==> src/rtl/vga_timing_gen_pkg.sv <==
// Shared display constants: raster timing plus the geometry that pixel-region blocks decode against.
package vga_timing_gen_pkg;

  localparam int unsigned COORD_W = 10;
  typedef logic [COORD_W-1:0] coord_t;

  localparam int unsigned VGA_CLK_DIV   = 4;
  localparam int unsigned VGA_H_DISPLAY = 640;
  localparam int unsigned VGA_H_FRONT   = 16;
  localparam int unsigned VGA_H_SYNC    = 96;
  localparam int unsigned VGA_H_BACK    = 48;
  localparam int unsigned VGA_V_DISPLAY = 480;
  localparam int unsigned VGA_V_FRONT   = 10;
  localparam int unsigned VGA_V_SYNC    = 2;
  localparam int unsigned VGA_V_BACK    = 33;

  localparam int unsigned VGA_H_TOTAL = VGA_H_DISPLAY + VGA_H_FRONT + VGA_H_SYNC + VGA_H_BACK;
  localparam int unsigned VGA_V_TOTAL = VGA_V_DISPLAY + VGA_V_FRONT + VGA_V_SYNC + VGA_V_BACK;

  localparam int unsigned PLAYER_Y  = 440;
  localparam int unsigned COLUMN0_X = 160;
  localparam int unsigned COLUMN1_X = 240;
  localparam int unsigned COLUMN2_X = 320;
  localparam int unsigned COLUMN3_X = 400;
  localparam int unsigned NOTE_W    = 64;
  localparam int unsigned NOTE_H    = 16;

  // Half-open span test done at 32 bits so an end bound of 1024 cannot alias to 0.
  function automatic logic in_span(coord_t v, int unsigned lo, int unsigned hi);
    return (32'(v) >= lo) && (32'(v) < hi);
  endfunction

endpackage

==> src/rtl/vga_timing_gen_if.sv <==
// x/y pixel interface: the timing generator drives it, pixel-region blocks consume it.
interface vga_timing_gen_if;
  import vga_timing_gen_pkg::*;

  coord_t x;
  coord_t y;
  logic   hsync;
  logic   vsync;
  logic   video_on;
  logic   pixel_tick;
  logic   line_start;
  logic   frame_start;

  modport master (
    output x, y, hsync, vsync, video_on, pixel_tick, line_start, frame_start
  );

  modport slave (
    input x, y, hsync, vsync, video_on, pixel_tick, line_start, frame_start
  );

endinterface

==> src/rtl/vga_timing_gen_pixel_tick_gen.sv <==
// Clock-enable divider: tick is high one clk in every CLK_DIV, or constantly when CLK_DIV is 1.
module pixel_tick_gen #(
  parameter int unsigned CLK_DIV = 4
) (
  input  logic clk,
  input  logic rst,
  output logic tick
);

  if (CLK_DIV <= 1) begin : g_bypass
    logic unused_ok;
    assign unused_ok = &{1'b0, clk, rst};
    assign tick      = 1'b1;
  end else begin : g_div
    localparam int unsigned W = $clog2(CLK_DIV);
    localparam logic [W-1:0] LAST = W'(CLK_DIV - 1);

    logic [W-1:0] div_cnt;

    always_ff @(posedge clk or posedge rst) begin
      if (rst) begin
        div_cnt <= '0;
      end else if (div_cnt == LAST) begin
        div_cnt <= '0;
      end else begin
        div_cnt <= div_cnt + 1'b1;
      end
    end

    assign tick = (div_cnt == LAST);
  end

endmodule

==> src/rtl/vga_timing_gen.sv <==
// Raster scan generator: x/y position, active-low syncs and visible flag, one registered update per pixel tick.
module vga_timing_gen
  import vga_timing_gen_pkg::*;
#(
  parameter int unsigned CLK_DIV   = VGA_CLK_DIV,
  parameter int unsigned H_DISPLAY = VGA_H_DISPLAY,
  parameter int unsigned H_FRONT   = VGA_H_FRONT,
  parameter int unsigned H_SYNC    = VGA_H_SYNC,
  parameter int unsigned H_BACK    = VGA_H_BACK,
  parameter int unsigned V_DISPLAY = VGA_V_DISPLAY,
  parameter int unsigned V_FRONT   = VGA_V_FRONT,
  parameter int unsigned V_SYNC    = VGA_V_SYNC,
  parameter int unsigned V_BACK    = VGA_V_BACK
) (
  input  logic               clk,
  input  logic               rst,
  vga_timing_gen_if.master   vga
);

  localparam int unsigned H_TOTAL    = H_DISPLAY + H_FRONT + H_SYNC + H_BACK;
  localparam int unsigned V_TOTAL    = V_DISPLAY + V_FRONT + V_SYNC + V_BACK;
  localparam int unsigned HS_START   = H_DISPLAY + H_FRONT;
  localparam int unsigned HS_END     = HS_START + H_SYNC;
  localparam int unsigned VS_START   = V_DISPLAY + V_FRONT;
  localparam int unsigned VS_END     = VS_START + V_SYNC;
  localparam coord_t      H_LAST     = coord_t'(H_TOTAL - 1);
  localparam coord_t      V_LAST     = coord_t'(V_TOTAL - 1);

  if (CLK_DIV < 1 || H_TOTAL > 1024 || V_TOTAL > 1024) begin : g_bad_params
    $error("vga_timing_gen: CLK_DIV must be >=1 and H/V totals must not exceed 1024");
  end

  logic   tick;
  coord_t h_cnt;
  coord_t v_cnt;

  pixel_tick_gen #(
    .CLK_DIV(CLK_DIV)
  ) u_pixel_tick_gen (
    .clk (clk),
    .rst (rst),
    .tick(tick)
  );

  // Outputs present the position the counters held at the tick, so they trail h_cnt/v_cnt by one pixel.
  always_ff @(posedge clk or posedge rst) begin
    if (rst) begin
      h_cnt           <= '0;
      v_cnt           <= '0;
      vga.x           <= '0;
      vga.y           <= '0;
      vga.hsync       <= 1'b1;
      vga.vsync       <= 1'b1;
      vga.video_on    <= 1'b0;
      vga.pixel_tick  <= 1'b0;
      vga.line_start  <= 1'b0;
      vga.frame_start <= 1'b0;
    end else begin
      vga.pixel_tick  <= tick;
      vga.line_start  <= tick && (h_cnt == '0);
      vga.frame_start <= tick && (h_cnt == '0) && (v_cnt == '0);
      if (tick) begin
        vga.x        <= h_cnt;
        vga.y        <= v_cnt;
        vga.hsync    <= !in_span(h_cnt, HS_START, HS_END);
        vga.vsync    <= !in_span(v_cnt, VS_START, VS_END);
        vga.video_on <= in_span(h_cnt, 0, H_DISPLAY) && in_span(v_cnt, 0, V_DISPLAY);
        if (h_cnt == H_LAST) begin
          h_cnt <= '0;
          if (v_cnt == V_LAST) begin
            v_cnt <= '0;
          end else begin
            v_cnt <= v_cnt + 1'b1;
          end
        end else begin
          h_cnt <= h_cnt + 1'b1;
        end
      end
    end
  end

endmodule

==> src/flat_wrapper.sv <==
// flat-port wrapper written by rule: the top's interface ports become plain ports
module vga_timing_gen_flat import vga_timing_gen_pkg::*;
#(
  parameter int unsigned CLK_DIV   = VGA_CLK_DIV,
  parameter int unsigned H_DISPLAY = VGA_H_DISPLAY,
  parameter int unsigned H_FRONT   = VGA_H_FRONT,
  parameter int unsigned H_SYNC    = VGA_H_SYNC,
  parameter int unsigned H_BACK    = VGA_H_BACK,
  parameter int unsigned V_DISPLAY = VGA_V_DISPLAY,
  parameter int unsigned V_FRONT   = VGA_V_FRONT,
  parameter int unsigned V_SYNC    = VGA_V_SYNC,
  parameter int unsigned V_BACK    = VGA_V_BACK
)
  (clk, rst, vga_x, vga_y, vga_hsync, vga_vsync, vga_video_on, vga_pixel_tick, vga_line_start, vga_frame_start);
  vga_timing_gen_if vga_i ();
  input  logic clk;
  input  logic rst;
  output wire logic [$bits(vga_i.x)-1:0] vga_x;
  output wire logic [$bits(vga_i.y)-1:0] vga_y;
  output wire logic [$bits(vga_i.hsync)-1:0] vga_hsync;
  output wire logic [$bits(vga_i.vsync)-1:0] vga_vsync;
  output wire logic [$bits(vga_i.video_on)-1:0] vga_video_on;
  output wire logic [$bits(vga_i.pixel_tick)-1:0] vga_pixel_tick;
  output wire logic [$bits(vga_i.line_start)-1:0] vga_line_start;
  output wire logic [$bits(vga_i.frame_start)-1:0] vga_frame_start;
  assign vga_x = vga_i.x;
  assign vga_y = vga_i.y;
  assign vga_hsync = vga_i.hsync;
  assign vga_vsync = vga_i.vsync;
  assign vga_video_on = vga_i.video_on;
  assign vga_pixel_tick = vga_i.pixel_tick;
  assign vga_line_start = vga_i.line_start;
  assign vga_frame_start = vga_i.frame_start;
  vga_timing_gen #(.CLK_DIV(CLK_DIV), .H_DISPLAY(H_DISPLAY), .H_FRONT(H_FRONT), .H_SYNC(H_SYNC), .H_BACK(H_BACK), .V_DISPLAY(V_DISPLAY), .V_FRONT(V_FRONT), .V_SYNC(V_SYNC), .V_BACK(V_BACK)) u_core (.clk(clk), .rst(rst), .vga(vga_i));
endmodule
==> config.mk <==
export PLATFORM = sky130hd
export DESIGN_NAME = vga_timing_gen_flat
export DESIGN_NICKNAME = d
export VERILOG_FILES = /design/src/rtl/vga_timing_gen_pkg.sv /design/src/rtl/vga_timing_gen_if.sv /design/src/rtl/vga_timing_gen_pixel_tick_gen.sv /design/src/rtl/vga_timing_gen.sv /design/src/flat_wrapper.sv
export SDC_FILE = /design/constraint.sdc
export NUM_CORES = 1
export LEC_CHECK = 0
export BUFFER_PORTS_ARGS = -buffer_cell sky130_fd_sc_hd__buf_2
export CORE_MARGIN = 10
export CORE_UTILIZATION = 50
export DETAILED_ROUTE_END_ITERATION = 10
export GPL_TIMING_DRIVEN = 0
export HOLD_SLACK_MARGIN = 0.06
export PLACE_DENSITY = 0.76
export SKIP_CTS_REPAIR_TIMING = 1
export SLEW_MARGIN = 20
export SYNTH_ARGS = -nofsm -noshare
export SYNTH_HDL_FRONTEND = slang
export SYNTH_SLANG_ARGS = --single-unit
==> constraint.sdc <==
create_clock -name clk -period 3.8 [get_ports clk]
set_input_delay 0 -clock clk [delete_from_list [all_inputs] [get_ports clk]]
set_output_delay 0 -clock clk [all_outputs]
set_load 0.05 [all_outputs]
Yosys cells after proc, flatten, opt, wreduce, memory -nomap -nowiden
Cells that the tools add are included.

operators by class
  add/subtract/negate cells = 3
  order comparisons = 6
  equality and inequality tests = 3
  mux-type cells = 3
  reductions and logical operators = 10

operators with widths
  kind                   count
  $add 10x1->10 const B  2
  $eq 10x10->1 const B   2
  $logic_not 10->1       2
  $lt 10x10->1 const B   2
  $lt 10x9->1 const B    2
  $mux 10                2
  $ge 10x10->1 const B   1
  $ge 10x9->1 const B    1
  $logic_and 1x1->1      5
  $add 2x1->2 const B    1
  $eq 2x2->1 const B     1
  $logic_not 1->1        2
  $mux 2                 1
  $reduce_and 2->1       1

word-level totals
  register bits after elaboration = 48
  input port bits = 2

Longest topological paths before layout
Gate-level depths: netlist (run 1).

  depth after elaboration = 3
  mapped depth = 7
  mapped depth without buffers = 6

Modules after synthesis
From an unflattened synthesis (run 1), not the netlist that was laid out.

unflattened totals
  cells, all modules = 184
  area, all modules = 2162.1 um2

modules (own cells, without submodules)
  module          instances  cells each  area an instance (um2)
  vga_timing_gen  1          179         2092.0
  pixel_tick_gen  1          5           70.1

Least setup slack after synthesis (run 1)
Ideal clock, no wire load.

  kind = reg2reg
  start point = reg u_core.u_pixel_tick_gen.g_div.div_cnt[0]
  end point = reg u_core.v_cnt[9]
  arrival time = 1.524 ns
  required time = 3.723 ns
  setup slack = 2.198 ns
  cell stages (with the launch flop) = 8
  path through = dfrtp_1 -> ha_1 -> buf_6 -> nand4b_1 -> or3_1 -> buf_2 -> o31a_1 -> a21oi_1

on the way
  longest elaborated chain between the ends = 2

RTL lines
  element                            RTL line                             text
  start: declaration                 vga_timing_gen_pixel_tick_gen.sv:18  logic [W-1:0] div_cnt;
  start signal: assignment           vga_timing_gen_pixel_tick_gen.sv:26  div_cnt <= div_cnt + 1'b1;
  $eq 2x2->1                         vga_timing_gen_pixel_tick_gen.sv:30  assign tick = (div_cnt == LAST);
  net u_core.tick                    vga_timing_gen.sv:33                 logic tick;
  $reduce_and 2->1 (no source line)  --
  end signal: assignment             vga_timing_gen.sv:73                 v_cnt <= v_cnt + 1'b1;
  end: declaration                   vga_timing_gen.sv:35                 coord_t v_cnt;

The timed path passes the listed nets, and every way through them passes these cells.
A chain may end at the register's enable or synchronous reset.

Worst setup path after layout (run 1)
  start point = reg u_core.h_cnt[0]
  end point = reg u_core.v_cnt[7]

on the way
  longest elaborated chain between the ends = 2

RTL lines
  element                            RTL line              text
  start: declaration                 vga_timing_gen.sv:34  coord_t h_cnt;
  start signal: assignment           vga_timing_gen.sv:76  h_cnt <= h_cnt + 1'b1;
  $eq 10x10->1                       vga_timing_gen.sv:68  if (h_cnt == H_LAST) begin
  $reduce_and 2->1 (no source line)  --

No other way between the ends.

==> flow_metrics.py, run 1 <==
metrics = {
    "run_status": {
        "status": "finished, final reports clean",
    },
    "global_route": {
        "grt_pass1_vias": 1502,
        "grt_max_degree": 31,
        "grtUsageTotal": 0.1209,
        "antenna_found_initial": 0,
        "grt_overflow": 0,
        "grt_pass1_wl_mm": 7.203,
    },
    "synthesis": {
        "ys_types": 42,
        "syn_avg_cell_area_um2": 11.87,
        "netlist.area_leader.share": 0.5358,
        "ys_ff_latch": 48,
        "synth.area.top_cells": "dfrtp_1 (54%), mux2_2 (12%), ha_1 (2.9%)",
        "synth_fp_nets": 188,
        "synthCells": 181,
        "yosysTopAreaCell": "dfrtp_1",
        "synth_seq_area_share": 0.5603,
        "syn_area_um2": 2148,
        "synth_warnings": 0,
    },
    "critical_path": {
        "r2r_end": "u_core.v_cnt[7]",
        "cp-start-kind": "flip-flop",
        "r2r_cells": 6,
        "rrSetupSlack_ps": 1960,
        "rr_startpoint": "u_core.h_cnt[0]",
        "worstPathArrival_ps": 2040,
        "required_ps": 4000,
        "critPathCaptureType": "flip-flop",
        "critPathKind": "flip-flop to flip-flop",
        "crit_fanout": 10,
        "startpoint": "u_core.h_cnt[0]",
    },
    "timing": {
        "maxSlewHeadroom": 0.5912,
        "finalHoldViolCount": 0,
        "worstMarginPinSlew_ps": 613.2,
        "min_period_over_period": 0.4852,
        "rsz0062_at_grt": "no",
        "finClkSkew_ps": 4.550,
        "fmax_ghz": 0.5424,
        "min_period_ps": 1844,
        "fin_tns_setup_ps": 0,
        "whs_ps": 223.3,
        "finalMaxSlewViolations": 0,
        "setup_viol": 0,
    },
    "detailed_routing": {
        "drtAntennaViolNets": 0,
        "drt-initial-drc-count": 96,
        "drc": 0,
        "wl_per_cell_um": 16.05,
        "vias_per_cell": 5.601,
        "drt_pre_antenna_iters": 4,
        "num_vias": 1501,
        "finalWirelength_mm": 4.301,
    },
    "layout": {
        "mostFrequentLayoutCell": "dfrtp_1",
        "syn2layout_area_growth_pct": 14.79,
        "antenna-diode-count": 0,
        "layout_common_cells": "dfrtp_1 (46), buf_2 (29), mux2_2 (22)",
        "drive_gt1_frac": 0.3211,
        "nets": 224,
    },
    "clock_tree": {
        "cts-htree-levels": 2,
        "insertion_delay_ps": 300,
        "cts_tree": "built",
        "root_buffer": "clkbuf_8",
        "cts_inserted_buffers": 5,
        "cts_sinks": 48,
        "cts_buffer_depth": 2,
        "cts.clk_slew.worst_paths_ps": 80,
    },
    "power_and_ir_drop": {
        "peakVddDrop_mv": 0.2014,
        "p_leak_nw": 1.181,
        "p_per_area_nw_per_um2": 339.3,
        "total_power_mw": 0.8367,
    },
    "placement": {
        "gp_congestion": 0.8765,
        "dpl.hpwl_mm": 3.068,
        "port-buffer-count": 27,
    },
    "floorplan": {
        "coreArea_um2": 4086,
        "die-area_um2": 7319,
        "die_w_um": 85.55,
        "dieHeight_um": 85.55,
        "initial_core_util": 0.5257,
        "io_pins": 28,
        "num_rows": 23,
    },
    "min_path": {
        "worstHoldPathType": "primary input to asynchronous set/reset pin",
    },
    "job": {
        "drv_cap": 0,
    },
}
==> Yosys cell counts <==
cell type  instances
dfrtp_1           46
mux2_2            22
nor2_1            12
nand2_1           11
inv_1              7
nand4_1            7
o21ai_0            6
ha_1               5
nand3_1            5
xnor2_1            5
o31ai_1            4
a21oi_1            3
and3_1             3
and4_1             3
clkbuf_1           3
nor2b_1            3
nor3_1             3
nor4_1             3
xor2_1             3
buf_2              2
buf_4              2
dfstp_2            2
mux2i_1            2
a22o_1             1
a2bb2oi_1          1
and2_1             1
and3_2             1
and4_2             1
buf_6              1
clkbuf_2           1
nand2_2            1
nand3b_1           1
nand4b_1           1
nand4bb_2          1
nor4b_1            1
o21a_1             1
o21ai_1            1
o22ai_1            1
o31a_1             1
o41ai_1            1
or2_2              1
or3_1              1
==> through the flow <==
stage               worst slack, ps    util  instance area, µm²  cells
finish                         1956  0.6035                2466    268
CTS                            1954  0.6010                2456    267
floorplan                      2198       -                2148    181
global route                   1740  0.6035                2466    268
detailed placement             1994  0.5790                2366    259
global placement               1983  0.5741                2346    258
==> power breakdown <==
part | internal (mW) | switching [mW] | leakage (nW) | total, mW
sequential | 0.510 | 0 | 0.629 | 0.510
clock | 0.149 | 0.164 | 0.0455 | 0.313
combinational | 0.00320 | 0.0101 | 0.506 | 0.0133
total | 0.662 | 0.175 | 1.18 | 0.837
==> worst max-delay path, stage by stage (launching register included) <==
cell,delay (ps)
dfrtp_1,470
ha_1,250
nand2_1,100
nor3_1,300
buf_4,230
nand2_2,90
o41ai_1,300
==> registers in the layout, summed over array words and instances (netlist names) <==
| name | cells |
|---|---|
| u_core.h_cnt | 10 |
| u_core.v_cnt | 10 |
| u_core.vga.x | 10 |
| u_core.vga.y | 10 |
| u_core.u_pixel_tick_gen.g_div.div_cnt | 2 |
| u_core.vga.frame_start | 1 |
| u_core.vga.hsync | 1 |
| u_core.vga.line_start | 1 |
| u_core.vga.pixel_tick | 1 |
| u_core.vga.video_on | 1 |
| u_core.vga.vsync | 1 |
==> cell families (layout without fill, tap and decap cells) <==
| logic type | after synthesis | after routing | share of synthesized area |
|---|---|---|---|
| mux | 24 | 24 | 0.1246 |
| compound gates | 20 | 20 | 0.05999 |
| flops | 48 | 48 | 0.5603 |
| simple gates | 60 | 60 | 0.1567 |
| buf+inv | 16 | 53 | 0.03669 |
| xor+xnor | 8 | 8 | 0.03262 |
| fa+ha+maj | 5 | 5 | 0.02912 |
==> worst max path at each step <==
stage,depth (start not counted),slack [ps],to
finish,6,1960,u_core.v_cnt[7]
global route,6,1740,u_core.v_cnt[7]
CTS,6,1950,u_core.v_cnt[7]
detailed placement,6,1990,u_core.v_cnt[7]
global placement,6,1980,u_core.v_cnt[7]
floorplan,7,2200,u_core.v_cnt[9]
==> final cells by class <==
class,count,area [µm²]
timing repair buffer,29,165.2
multi-input combinational,117,865.8
inverter,7,26.28
buffer,9,52.55
clock buffer,8,90.09
fill,352,1620
tap,50,62.56
sequential,48,1204
==> layer usage <==
| layer | global-route usage | wire length, µm | vias to the layer above | part of all wire |
|---|---|---|---|---|
| li1 | - | - | 713 | - |
| met1 | 0.1447 | 2008 | 739 | 0.47 |
| met2 | 0.1866 | 1937 | 36 | 0.45 |
| met3 | 0.04541 | 251 | 13 | 0.058 |
| met4 | 0.05988 | 104 | 0 | 0.024 |
| met5 | 0 | 0 | - | 0 |
No activity file was read; power rests on OpenSTA's default activity.
==> run 2: changes to the inputs <==
clock period = 1.8 ns   (was 3.8 ns; I/O delays follow)
==> run 2 against run 1 <==
Worst setup slack got worse by 1900 ps. Die area did not move. Combinational power rose by 110%. Largest power group unchanged. Via count rose by 2.0%. Count of clock-buffer cells in the layout did not move. Sequential share of layout area fell by 1.3 points. Clock skew fell by 1.7 ps. Power rose by 110%. Critical endpoint is now u_core.vga.frame_start. Worst hold slack improved by 2.9 ps. Critical path depth rose by 1. Cell count rose by 1.5%. Clock power rose by 110%.
==> flow_metrics.py, run 2 (synthesis gave the netlist of run 1 again) <==
metrics = {
    "clock_tree": {
        "cts_inserted_buffers": 5,
        "root_buffer": "clkbuf_8",
        "cts_tree": "built",
        "cts.clk_slew.worst_paths_ps": 80,
        "cts_buffer_depth": 2,
        "cts_sinks": 48,
        "insertion_delay_ps": 300,
        "cts-htree-levels": 2,
    },
    "timing": {
        "whs_ps": 226.2,
        "finalHoldViolCount": 0,
        "worstMarginPinSlew_ps": 616.7,
        "min_period_over_period": 0.9932,
        "min_period_ps": 1788,
        "rsz0062_at_grt": "yes",
        "finalMaxSlewViolations": 0,
        "maxSlewHeadroom": 0.5889,
        "setup_viol": 0,
        "finClkSkew_ps": 2.838,
        "fin_tns_setup_ps": 0,
        "fmax_ghz": 0.5594,
    },
    "critical_path": {
        "required_ps": 2040,
        "rrSetupSlack_ps": 10,
        "critPathKind": "flip-flop to flip-flop",
        "cp-start-kind": "flip-flop",
        "crit_fanout": 7,
        "worstPathArrival_ps": 2030,
        "critPathCaptureType": "flip-flop",
        "rr_startpoint": "u_core.u_pixel_tick_gen.g_div.div_cnt[0]",
        "startpoint": "u_core.u_pixel_tick_gen.g_div.div_cnt[0]",
    },
    "detailed_routing": {
        "drc": 0,
        "drt_pre_antenna_iters": 4,
        "num_vias": 1531,
        "drtAntennaViolNets": 0,
        "wl_per_cell_um": 16.03,
        "drt-initial-drc-count": 126,
        "vias_per_cell": 5.629,
        "finalWirelength_mm": 4.361,
    },
    "placement": {
        "gp_congestion": 0.8765,
        "dpl.hpwl_mm": 3.068,
        "placed_cell_area_um2": 2366,
        "port-buffer-count": 27,
    },
    "power_and_ir_drop": {
        "peakVddDrop_mv": 0.4211,
        "p_leak_nw": 1.201,
        "p_per_area_nw_per_um2": 694.4,
    },
    "layout": {
        "syn2layout_area_growth_pct": 18.05,
        "nets": 228,
        "fill_cells": 346,
        "layout_common_cells": "dfrtp_1 (45), buf_2 (28), mux2_2 (22)",
        "mostFrequentLayoutCell": "dfrtp_1",
        "finish.instance_area_um2": 2536,
        "drive_gt1_frac": 0.3604,
        "antenna-diode-count": 0,
    },
    "floorplan": {
        "die-area_um2": 7319,
        "coreArea_um2": 4086,
        "num_rows": 23,
        "dieHeight_um": 85.55,
        "die_w_um": 85.55,
        "initial_core_util": 0.5257,
        "io_pins": 28,
    },
    "global_route": {
        "grt_pass1_wl_mm": 7.203,
        "grt_max_degree": 31,
        "grt_overflow": 0,
        "grtUsageTotal": 0.1209,
        "grt_pass1_vias": 1502,
        "antenna_found_initial": 0,
    },
    "run_status": {
        "status": "finished, final reports clean",
    },
    "job": {
        "drv_cap": 0,
    },
    "min_path": {
        "worstHoldPathType": "primary input to asynchronous set/reset pin",
    },
}
-- run 2: worst max-delay path, stage by stage, from the launching register on --
cell and delay (ps):
dfrtp_1 360, ha_2 180, buf_6 130, buf_4 110, nor2b_1 190, nand3_1 140, nor4b_2 380, and4_1 240
-- run 2: report_power, final --
| group | switching (mW) | internal [mW] |
|---|---|---|
| clock | 0.342 | 0.314 |
| combinational | 0.0212 | 0.00675 |
| sequential | 0 | 1.08 |
| total | 0.363 | 1.40 |
-- run 2: metrics by stage --
step	total power, mW	worst slack, ps	util	instances
after global placement	1.122	-17.10	0.5741	258
after detailed placement	1.127	-6.017	0.5790	259
after CTS	1.780	-46.09	0.6010	267
final	1.761	12.24	0.6206	272
after global routing	1.832	-77.61	0.6206	272
after floorplan	1.115	198.2	-	181
-- run 2: cell type report --
cell class	count	area, µm²	share of cell area
Multi-Input combinational cell	117	898.4	0.3542
Sequential cell	48	1205	0.4751
Tap cell	50	62.56	0.02467
Timing Repair Buffer	33	195.2	0.07696
Buffer	9	58.81	0.02319
Clock buffer	8	90.09	0.03552
Inverter	7	26.28	0.01036
-- run 2: per-layer routing --
metal,share of wire,vias up,track usage
met1,0.45,751,0.1447
li1,-,722,-
met4,0.021,0,0.05988
met5,0,-,0
met2,0.46,47,0.1866
met3,0.069,11,0.04541
-- run 2: final timing paths --
kind | endpoint | depth (start not counted)
setup / recovery | u_core.vga.frame_start | 7
hold / removal | u_core.vga.line_start | 3
setup reg to reg | u_core.vga.frame_start | 7
hold reg to reg | u_core.vga.vsync | 2
max in group asynchronous | u_core.vga.hsync | 4
min in group clk | u_core.vga.vsync | 2
